### src/rtl/nn_decision_stage.sv
// Argmax over three output-neuron scores plus consecutive-frame hysteresis for the drowsiness alarm.
// Optional macro CONF_MARGIN_EN: frames whose winner leads the runner-up by less than MARGIN report class 3.
module nn_decision_stage #(
    parameter int unsigned DATA_W       = 10,
    parameter int unsigned ALARM_FRAMES = 8,
    parameter int unsigned CLEAR_FRAMES = 4,
    parameter int unsigned MARGIN       = 16
) (
    input  logic              Clock,
    input  logic              Rst,
    input  logic              in_valid,
    output logic              in_ready,
    input  logic [DATA_W-1:0] score0,
    input  logic [DATA_W-1:0] score1,
    input  logic [DATA_W-1:0] score2,
    output logic [1:0]        class_idx,
    output logic              class_valid,
    output logic [3:0]        drowsy_cnt,
    output logic              alarm
);

    localparam logic [3:0] AlarmMax = 4'(ALARM_FRAMES);
    localparam logic [3:0] ClearMax = 4'(CLEAR_FRAMES);

    typedef enum logic [1:0] {StIdle, StCmp1, StCmp2, StUpdate} state_e;

    state_e            state_q, state_d;
    logic [DATA_W-1:0] s0_q, s0_d, s1_q, s1_d, s2_q, s2_d;
    logic [DATA_W-1:0] best_q, best_d;
    logic [1:0]        idx_q, idx_d;
    logic [1:0]        class_idx_q, class_idx_d;
    logic              class_valid_q, class_valid_d;
    logic [3:0]        drowsy_q, drowsy_d;
    logic [3:0]        clear_q, clear_d;
    logic              alarm_q, alarm_d;

`ifdef CONF_MARGIN_EN
    localparam logic [DATA_W:0] MarginW = (DATA_W+1)'(MARGIN);
    logic [DATA_W-1:0] second_q, second_d;
    logic [DATA_W:0]   lead;

    // best >= second always holds, so the extra bit only guards the subtract
    assign lead = {1'b0, best_q} - {1'b0, second_q};
`else
    logic unused_margin;
    assign unused_margin = ^MARGIN;
`endif

    always_comb begin
        state_d       = state_q;
        s0_d          = s0_q;
        s1_d          = s1_q;
        s2_d          = s2_q;
        best_d        = best_q;
        idx_d         = idx_q;
        class_idx_d   = class_idx_q;
        class_valid_d = 1'b0;
        drowsy_d      = drowsy_q;
        clear_d       = clear_q;
        alarm_d       = alarm_q;
`ifdef CONF_MARGIN_EN
        second_d      = second_q;
`endif
        unique case (state_q)
            StIdle: begin
                if (in_valid) begin
                    s0_d    = score0;
                    s1_d    = score1;
                    s2_d    = score2;
                    state_d = StCmp1;
                end
            end
            StCmp1: begin
                // strict > so the lower index wins ties
                if (s1_q > s0_q) begin
                    best_d = s1_q;
                    idx_d  = 2'd1;
`ifdef CONF_MARGIN_EN
                    second_d = s0_q;
`endif
                end else begin
                    best_d = s0_q;
                    idx_d  = 2'd0;
`ifdef CONF_MARGIN_EN
                    second_d = s1_q;
`endif
                end
                state_d = StCmp2;
            end
            StCmp2: begin
                if (s2_q > best_q) begin
                    best_d = s2_q;
                    idx_d  = 2'd2;
`ifdef CONF_MARGIN_EN
                    second_d = best_q;
`endif
                end
`ifdef CONF_MARGIN_EN
                else if (s2_q > second_q) begin
                    second_d = s2_q;
                end
`endif
                state_d = StUpdate;
            end
            StUpdate: begin
                class_valid_d = 1'b1;
                state_d       = StIdle;
`ifdef CONF_MARGIN_EN
                if (lead < MarginW) class_idx_d = 2'd3;
                else
`endif
                begin
                    class_idx_d = idx_q;
                    if (idx_q == 2'd0) begin
                        drowsy_d = '0;
                        clear_d  = (clear_q == ClearMax) ? clear_q : clear_q + 4'd1;
                        if (clear_d == ClearMax) alarm_d = 1'b0;
                    end else begin
                        clear_d  = '0;
                        drowsy_d = (drowsy_q == AlarmMax) ? drowsy_q : drowsy_q + 4'd1;
                        if (drowsy_d == AlarmMax) alarm_d = 1'b1;
                    end
                end
            end
            default: state_d = StIdle;
        endcase
    end

    always_ff @(posedge Clock) begin
        if (!Rst) begin
            state_q       <= StIdle;
            s0_q          <= '0;
            s1_q          <= '0;
            s2_q          <= '0;
            best_q        <= '0;
            idx_q         <= '0;
            class_idx_q   <= '0;
            class_valid_q <= 1'b0;
            drowsy_q      <= '0;
            clear_q       <= '0;
            alarm_q       <= 1'b0;
`ifdef CONF_MARGIN_EN
            second_q      <= '0;
`endif
        end else begin
            state_q       <= state_d;
            s0_q          <= s0_d;
            s1_q          <= s1_d;
            s2_q          <= s2_d;
            best_q        <= best_d;
            idx_q         <= idx_d;
            class_idx_q   <= class_idx_d;
            class_valid_q <= class_valid_d;
            drowsy_q      <= drowsy_d;
            clear_q       <= clear_d;
            alarm_q       <= alarm_d;
`ifdef CONF_MARGIN_EN
            second_q      <= second_d;
`endif
        end
    end

    assign in_ready    = (state_q == StIdle);
    assign class_idx   = class_idx_q;
    assign class_valid = class_valid_q;
    assign drowsy_cnt  = drowsy_q;
    assign alarm       = alarm_q;

endmodule

### config.mk
export PLATFORM = sky130hd
export DESIGN_NAME = nn_decision_stage
export DESIGN_NICKNAME = d
export VERILOG_FILES = /design/src/rtl/nn_decision_stage.sv
export SDC_FILE = /design/constraint.sdc
export NUM_CORES = 1
export LEC_CHECK = 0
export ABC_AREA = 1
export CORE_ASPECT_RATIO = 0.8
export CORE_UTILIZATION = 50
export CTS_BUF_LIST = sky130_fd_sc_hd__clkbuf_16
export CTS_CLUSTER_SIZE = 20
export DETAILED_ROUTE_END_ITERATION = 10
export HOLD_SLACK_MARGIN = 0.03
export PLACE_DENSITY = 0.77
export SLEW_MARGIN = 25
export SYNTH_ARGS = -nofsm -noshare
export SYNTH_HDL_FRONTEND = slang
export SYNTH_SLANG_ARGS = --single-unit
export TNS_END_PERCENT = 100
### constraint.sdc
create_clock -name Clock -period 1.5 [get_ports Clock]
set_clock_uncertainty 0.1 [all_clocks]
set_input_delay 0.3 -clock Clock [delete_from_list [all_inputs] [get_ports Clock]]
set_output_delay 0.3 -clock Clock [all_outputs]
set_load 0.01 [all_outputs]
## Word level (Yosys, flattened, before mapping)

Cells that the tools add are included.

- Input port bits: 33
- Output and inout port bits: 9
- Flip-flop bits (word level): 56

- Add/subtract/negate cells: 2
- $lt $le $gt $ge: 2
- Reduce and logical (&&, ||, !) cells: 7
- Equality and inequality tests: 10
- Mux-type cells: 16

Operators by type and width:

| cell | count |
|---|---|
| > comparator 10 bit | 2 |
| two-way mux 10 bit | 2 |
| one-hot mux 10 bit (2 select lines) | 1 |
| two-way mux 4 bit | 4 |
| adder 4 x 1 -> 4 bit (second input constant) | 2 |
| equality test 4 x 3 -> 1 bit (second input constant) | 2 |
| equality test 4 bit (second input constant) | 2 |
| one-hot mux 2 bit (4 select lines) | 1 |
| two-way mux 1 bit | 5 |
| equality test 2 bit (second input constant) | 2 |
| logical NOT 2 bit | 2 |
| two-way mux 2 bit | 2 |
| != test 2 bit (second input constant) | 2 |
| one-hot mux 2 bit (2 select lines) | 1 |
| AND reduction 2 bit | 2 |
| nonzero test 2 bit | 2 |
| AND reduction 3 bit | 1 |
| equality test 2 x 1 -> 1 bit (second input constant) | 1 |
| != test 2 x 1 -> 1 bit (second input constant) | 1 |

## Longest topological paths before layout

Gate-level depths: netlist of run 1.

- Depth after elaboration: 5
- Mapped depth: 13
- Mapped depth without buffers: 12

## Worst setup path before layout of run 1

OpenSTA, ideal clock, no wires.

- Path kind: reg-to-reg
- Start: reg s0_q[9]
- End: reg best_q[2]
- Path slack: -0.068 ns
- Cell stages (with the launch flop): 10
- Setup time: 0.070 ns
- Arrival time: 1.398 ns
- Cells stage by stage: dfxtp_1 > inv_1 > ha_1 > a21o_1 > nor2_1 > nand3_2 > buf_6 > nand3_1 > nand3_1 > a21oi_1

- Longest elaborated chain between the ends: 3

Ends and longest elaborated chain:

| element | line | text |
|---|---|---|
| start: declaration | 28 | `logic [DATA_W-1:0] s0_q, s0_d, s1_q, s1_d, s2_q, s2_d;` |
| start signal: assignment | 132 | `s0_q <= '0;` |
| start signal: assignment | 147 | `s0_q <= s0_d;` |
| > comparator 10 bit | 75 | `if (s1_q > s0_q) begin` |
| two-way mux 10 bit | 75 |  |
| one-hot mux 10 bit (2 select lines) | 64 | `unique case (state_q)` |
| end signal: assignment | 150 | `best_q <= best_d;` |
| end: declaration | 29 | `logic [DATA_W-1:0] best_q, best_d;` |

Every way passes these cells.
A chain may end at the register's enable or synchronous reset.

## Worst setup path in the final report of run 1

- Start: reg best_q[1]
- End: reg best_q[5]

- Longest elaborated chain between the ends: 3

Ends and longest elaborated chain:

| element | line | text |
|---|---|---|
| > comparator 10 bit | 91 | `if (s2_q > best_q) begin` |
| != test 2 bit (no source line) | -- |  |
| AND reduction 2 bit (no source line) | -- |  |

Every way passes these cells.

==> results of run 1 <==
state kept, by name (all words and copies together), names as in the netlist:
name,flops
s2_q,10
class_valid,1
alarm,1
idx_q,2
best_q,10
class_idx,2
drowsy_cnt,4
clear_q,4
s0_q,10
state_q,2
s1_q,10
per-layer routing:
layer	global-route usage, %	up-vias	wire length [um]
met4	8.47	0	520
met2	47.6	166	5300
li1	-	1569	-
met1	32.8	1610	4260
met5	0	-	0
met3	4.89	49	720
logic make-up after synthesis:
family	count (synthesis)	share of synthesized area [%]
AND/OR/NAND/NOR	155	22.0
AO/OA/AOI/OAI	96	16.2
buffers and inverters	91	12.7
flip-flops	56	36.5
adder cells (fa/ha/maj)	28	11.4
XOR/XNOR	4	1.14
cells in the mapped netlist (all sizes together) (2+ instances only):
| cell | number | area [um2] |
|---|---|---|
| nand2 | 74 | 285 |
| inv | 71 | 267 |
| dfxtp | 56 | 1120 |
| a21oi | 50 | 254 |
| nand3 | 46 | 235 |
| o21ai | 38 | 190 |
| nor2 | 31 | 124 |
| ha | 28 | 350 |
| clkbuf | 11 | 46.3 |
| buf | 8 | 75.1 |
| o22ai | 5 | 31.3 |
| xor2 | 3 | 26.3 |
| nand4 | 2 | 18.8 |
area by class of cell:
class	count	area, um2
clock inverter	2	12.5
fill	309	1100
inverter	72	273
clock buffer	5	125
timing repair buffer	103	955
multi-input combinational	284	2190
tap	81	101
sequential	56	1150
worst max-delay path, cell delays in order, from the launching register on:
cell and delay, ns:
dfxtp_1 0.32, inv_1 0.07, ha_4 0.27, inv_1 0.04, o21bai_1 0.17, nand3_1 0.14
nand3_2 0.12, nand2_4 0.11, buf_6 0.17, nand3_1 0.07, nand2_1 0.10, a21oi_2 0.15
power by group through the flow:
| stage | logic, mW | registers (mW) | clock network, mW |
|---|---|---|---|
| floorplan | 2.82 | 2.05 | 0 |
| CTS | 4.84 | 2.09 | 1.12 |
| global route | 7.05 | 2.20 | 1.18 |
| global placement | 4.00 | 2.06 | 0 |
| finish | 6.61 | 2.17 | 1.14 |
| detailed placement | 4.18 | 2.07 | 0 |
through the flow:
stage	worst slack, ns	utilization, %
after CTS	-0.241	73.5
after floorplan	-0.0376	-
after global routing	-0.497	81.3
final	-0.400	81.3
after global placement	-0.205	66.2
after detailed placement	-0.237	66.2
worst max path at each step:
stage / to
2_1_floorplan: best_q[2]
3_3_place_gp: s1_q[2]
3_5_place_dp: s0_q[8]
4_1_cts: best_q[0]
5_1_grt: best_q[5]
6_report: best_q[5]
what timing repair did:
item,CTS,global route
setup endpoints to repair,50,28
setup buffers,6,1
hold endpoints to repair,0,0
pin swaps,19,42
gates resized for setup,68,117
cloned,2,3
==> flow_summary.json, run 1 <==
{
  "status": "finished, violations left",
  "violations": "negative setup slack",
  "hp-class": "reg -> reg",
  "fp.dieW_um": 89.7,
  "final_common_cell": "buf_4",
  "pwr-share-comb_pct": 66.6,
  "clock_sinks": 56,
  "holdPathStages": 2,
  "dp_hpwl_um": 5520,
  "final_cells": 603,
  "overflow": 0,
  "drt_iter0_drc": 300,
  "swShare_pct": 46.1,
  "worstPathArrival_ns": 2.02,
  "vias_per_cell": 5.63,
  "total_power_mw": 9.93,
  "hold_end": "class_idx[1]",
  "synth_edf_count": 0,
  "clock_latency_ns": 0.30,
  "fmax_mhz": 526,
  "cts_tree": "done",
  "mostFrequentLayoutCells": "buf_4, inv_1, nand2_1",
  "htreeDepth": 2,
  "end_kind": "flip-flop",
  "drc": 0,
  "rsz0062_at_grt": "yes",
  "port_buffers": 41,
  "ys_dominant_reg_cell": "dfxtp_1",
  "drv_slew": 0,
  "min_period_over_period_pct": 127,
  "synth_async_sr_flop_share_pct": 0,
  "power_frac_seq_pct": 21.9,
  "grt_pass1_vias": 3040,
  "reg2reg_setup_slack_ns": -0.40,
  "cp_max_fo": 6,
  "r2r-end": "best_q[5]",
  "diodes": 0,
  "dpl_cell_area_mm2": 0.00391,
  "maxCapViolCount": 0,
  "grt_pass1_wl_um": 13400,
  "p_switching_mw": 4.57,
  "grt_max_degree": 37,
  "layout-drive-gt1-share_pct": 40.8,
  "critPathLaunch": "best_q[1]",
  "post_drt_wl_per_cell_um": 17.9,
  "synth_warnings": 0,
  "cts_buffers": 5,
  "intPower_mw": 5.36,
  "power_leakage_nw": 2.14,
  "vias": 3394,
  "tns_ns": -3.99,
  "area_growth_syn_to_layout_pct": 56.4,
  "clockBufferDepth": 2,
  "holdWs_ns": 0.393,
  "ys_types": 30,
  "syn_avg_cell_area_um2": 7.15,
  "vdd_drop_max_v": 0.00112,
  "routed_wl_um": 10800,
  "setup-violations-final": 14,
  "worst_slew_pin_slew_ns": 0.281,
  "initial_core_util_pct": 52.0,
  "criticalPathCategory": "reg -> reg",
  "nNetsFinal": 583,
  "hold_buffers": 0,
  "cp-start-kind": "flip-flop",
  "syn_inst": 430,
  "synth_fp_nets": 491,
  "die_area_mm2": 0.00647,
  "yosysSeqAreaShare_pct": 36.5,
  "ys_ff_latch": 56,
  "r2r_cells": 11,
  "fp-row-count": 25,
  "gp_congestion": 0.853,
  "clock-root-buffer": "clkbuf_16",
  "syn_area_mm2": 0.00307,
  "die_h_um": 72.1,
  "placed_cells": 586,
  "hp-start": "class_idx[1]",
  "r2r_start": "best_q[1]",
  "cp.required_ns": 1.62,
  "antenna_found_initial": 0,
  "clk_pin_slew_ns": 0.07,
  "core_area_mm2": 0.00591,
  "p_per_area_mw_per_mm2": 2070,
  "relSlewSlack_pct": 81.2,
  "globalRouteTotalUtil_pct": 26.9,
  "drt_pass1_iterations": 5,
  "finalInstanceArea_mm2": 0.00481,
  "num_io_pins": 42,
  "ant_nets": 0,
  "clockPowerShare_pct": 11.5,
  "setup_ws_ns": -0.400,
  "hold_viol": 0,
  "finalCriticalPeriod_ns": 1.90
}
Note: power is estimated with default switching activity, not from simulation.
==> inputs of run 2 (changes only) <==
--- a/config.mk
+++ b/config.mk
@@ -13,6 +13,7 @@
 export DETAILED_ROUTE_END_ITERATION = 10
 export HOLD_SLACK_MARGIN = 0.03
 export PLACE_DENSITY = 0.77
+export SKIP_CTS_REPAIR_TIMING = 1
 export SLEW_MARGIN = 25
 export SYNTH_ARGS = -nofsm -noshare
 export SYNTH_HDL_FRONTEND = slang
==> run 2 against run 1 <==
  * Total power down 0.39%
  * Clock power about the same
  * Final area down 0.13%
  * Critical endpoint is now best_q[1]
  * Via count up 1.1%
  * Non-clock buffer count down 1
  * Wire length down 0.94%
  * Worst hold slack worse by 0.020 ns
  * The run still ends with negative setup slack left
==> flow_summary.json, run 2 (synthesized netlist as in run 1, its figures left out) <==
{
  "grt_pass1_vias": 2816,
  "cp_max_fo": 6,
  "ant_nets": 0,
  "maxCapViolCount": 0,
  "cts_buffers": 5,
  "layout-drive-gt1-share_pct": 40.7,
  "num_io_pins": 42,
  "worst_slew_pin_slew_ns": 0.266,
  "vdd_drop_max_v": 0.00111,
  "multi_input_area_mm2": 0.00215,
  "clock_sinks": 56,
  "die_area_mm2": 0.00647,
  "grt_max_degree": 37,
  "min_period_over_period_pct": 123,
  "initial_core_util_pct": 52.0,
  "overflow": 0,
  "hold_viol": 0,
  "dpl_worst_slack_ns": -0.237,
  "rsz0062_at_grt": "yes",
  "diodes": 0,
  "vias": 3433,
  "tns_ns": -3.23,
  "area_growth_syn_to_layout_pct": 56.2,
  "fp-row-count": 25,
  "core_area_mm2": 0.00591,
  "drc": 0,
  "setup-violations-final": 14,
  "drt_pass1_iterations": 4,
  "cp-start-kind": "flip-flop",
  "die_h_um": 72.1,
  "gp_congestion": 0.853,
  "clk_pin_slew_ns": 0.07,
  "fmax_mhz": 544,
  "violations": "negative setup slack",
  "grt_busiest_layer": "met2",
  "drv_slew": 0,
  "cp.required_ns": 1.61,
  "nNetsFinal": 582,
  "clockBufferDepth": 2,
  "routed_wl_um": 10700,
  "status": "finished, violations left",
  "mostFrequentLayoutCells": "nand2_1, buf_4, inv_1",
  "clock-root-buffer": "clkbuf_16",
  "power_leakage_nw": 2.25,
  "end_kind": "flip-flop",
  "globalRouteTotalUtil_pct": 23.6,
  "worstPathArrival_ns": 1.95,
  "grt.met2_usage_pct": 40.1,
  "p_per_area_mw_per_mm2": 2060,
  "finalCriticalPeriod_ns": 1.84,
  "post-route-util_pct": 81.2,
  "ff_latch_area_mm2": 0.00116,
  "post_drt_wl_per_cell_um": 17.8,
  "grt_pass1_wl_um": 12100,
  "htreeDepth": 2,
  "total_power_mw": 9.89,
  "port_buffers": 41,
  "fillCellCount": 326,
  "setup_ws_ns": -0.339,
  "dpl_cell_area_mm2": 0.00391,
  "antenna_found_initial": 0,
  "vias_per_cell": 5.70,
  "dp_hpwl_um": 5520,
  "relSlewSlack_pct": 82.1,
  "criticalPathCategory": "reg -> reg",
  "fp.dieW_um": 89.7,
  "clock_latency_ns": 0.29,
  "cts_tree": "done",
  "finalInstanceArea_mm2": 0.00480,
  "drt_iter0_drc": 285,
  "hp-class": "reg -> reg",
  "gr-usage-met1_pct": 31.1,
  "grt_util_met3_pct": 3.98
}
[run 2: changes by cell type in the layout (fill, tap and decap cells not counted), sizes merged]
cell          change
buf               -3
dlymetal6s2s      +8
clkbuf            +2
dlygate4sd2       -8
[run 2: path summary, 6_finish.rpt]
check,startpoint,cells past startpoint,slack [ns],end
max,best_q[5],13,-0.34,best_q[1]
min,class_idx[0],2,0.37,class_idx[0]
max reg2reg,best_q[5],13,-0.34,best_q[1]
min reg2reg,class_idx[0],2,0.37,class_idx[0]
[run 2: through the flow]
stage               hold slack, ns  cells
floorplan                    0.345    430
global placement             0.350    586
detailed placement           0.356    586
CTS                          0.366    593
global route                 0.397    602
finish                       0.373    602
[run 2: critical path, cell delays in order, from the launching register on]
cell and delay, ns:
dfxtp_2 0.34, inv_2 0.05, ha_4 0.28, nand2_4 0.06
inv_2 0.06, nand2_2 0.06, nand2_2 0.07, nand2_2 0.06
nand3_2 0.08, nand2_4 0.10, buf_12 0.15, nand3_1 0.08
nand2_1 0.10, a21oi_2 0.15
[run 2: layout make-up]
| class | count | share of cell area (%) |
|---|---|---|
| Timing Repair Buffer | 102 | 20.5 |
| Tap cell | 81 | 2.11 |
| Clock buffer | 5 | 2.61 |
| Clock inverter | 2 | 0.261 |
| Inverter | 72 | 5.63 |
| Sequential cell | 56 | 24.1 |
| Multi-Input combinational cell | 284 | 44.8 |
[run 2: metal layers]
layer	vias up	routed length, um
met1	1618	4390
met4	0	422
li1	1574	-
met3	51	707
met5	-	0
met2	190	5180
[run 2: report_power, final]
group | switching (mW) | internal (mW)
clock network | 0.526 | 0.608
registers | 0.286 | 1.91
logic | 3.72 | 2.84
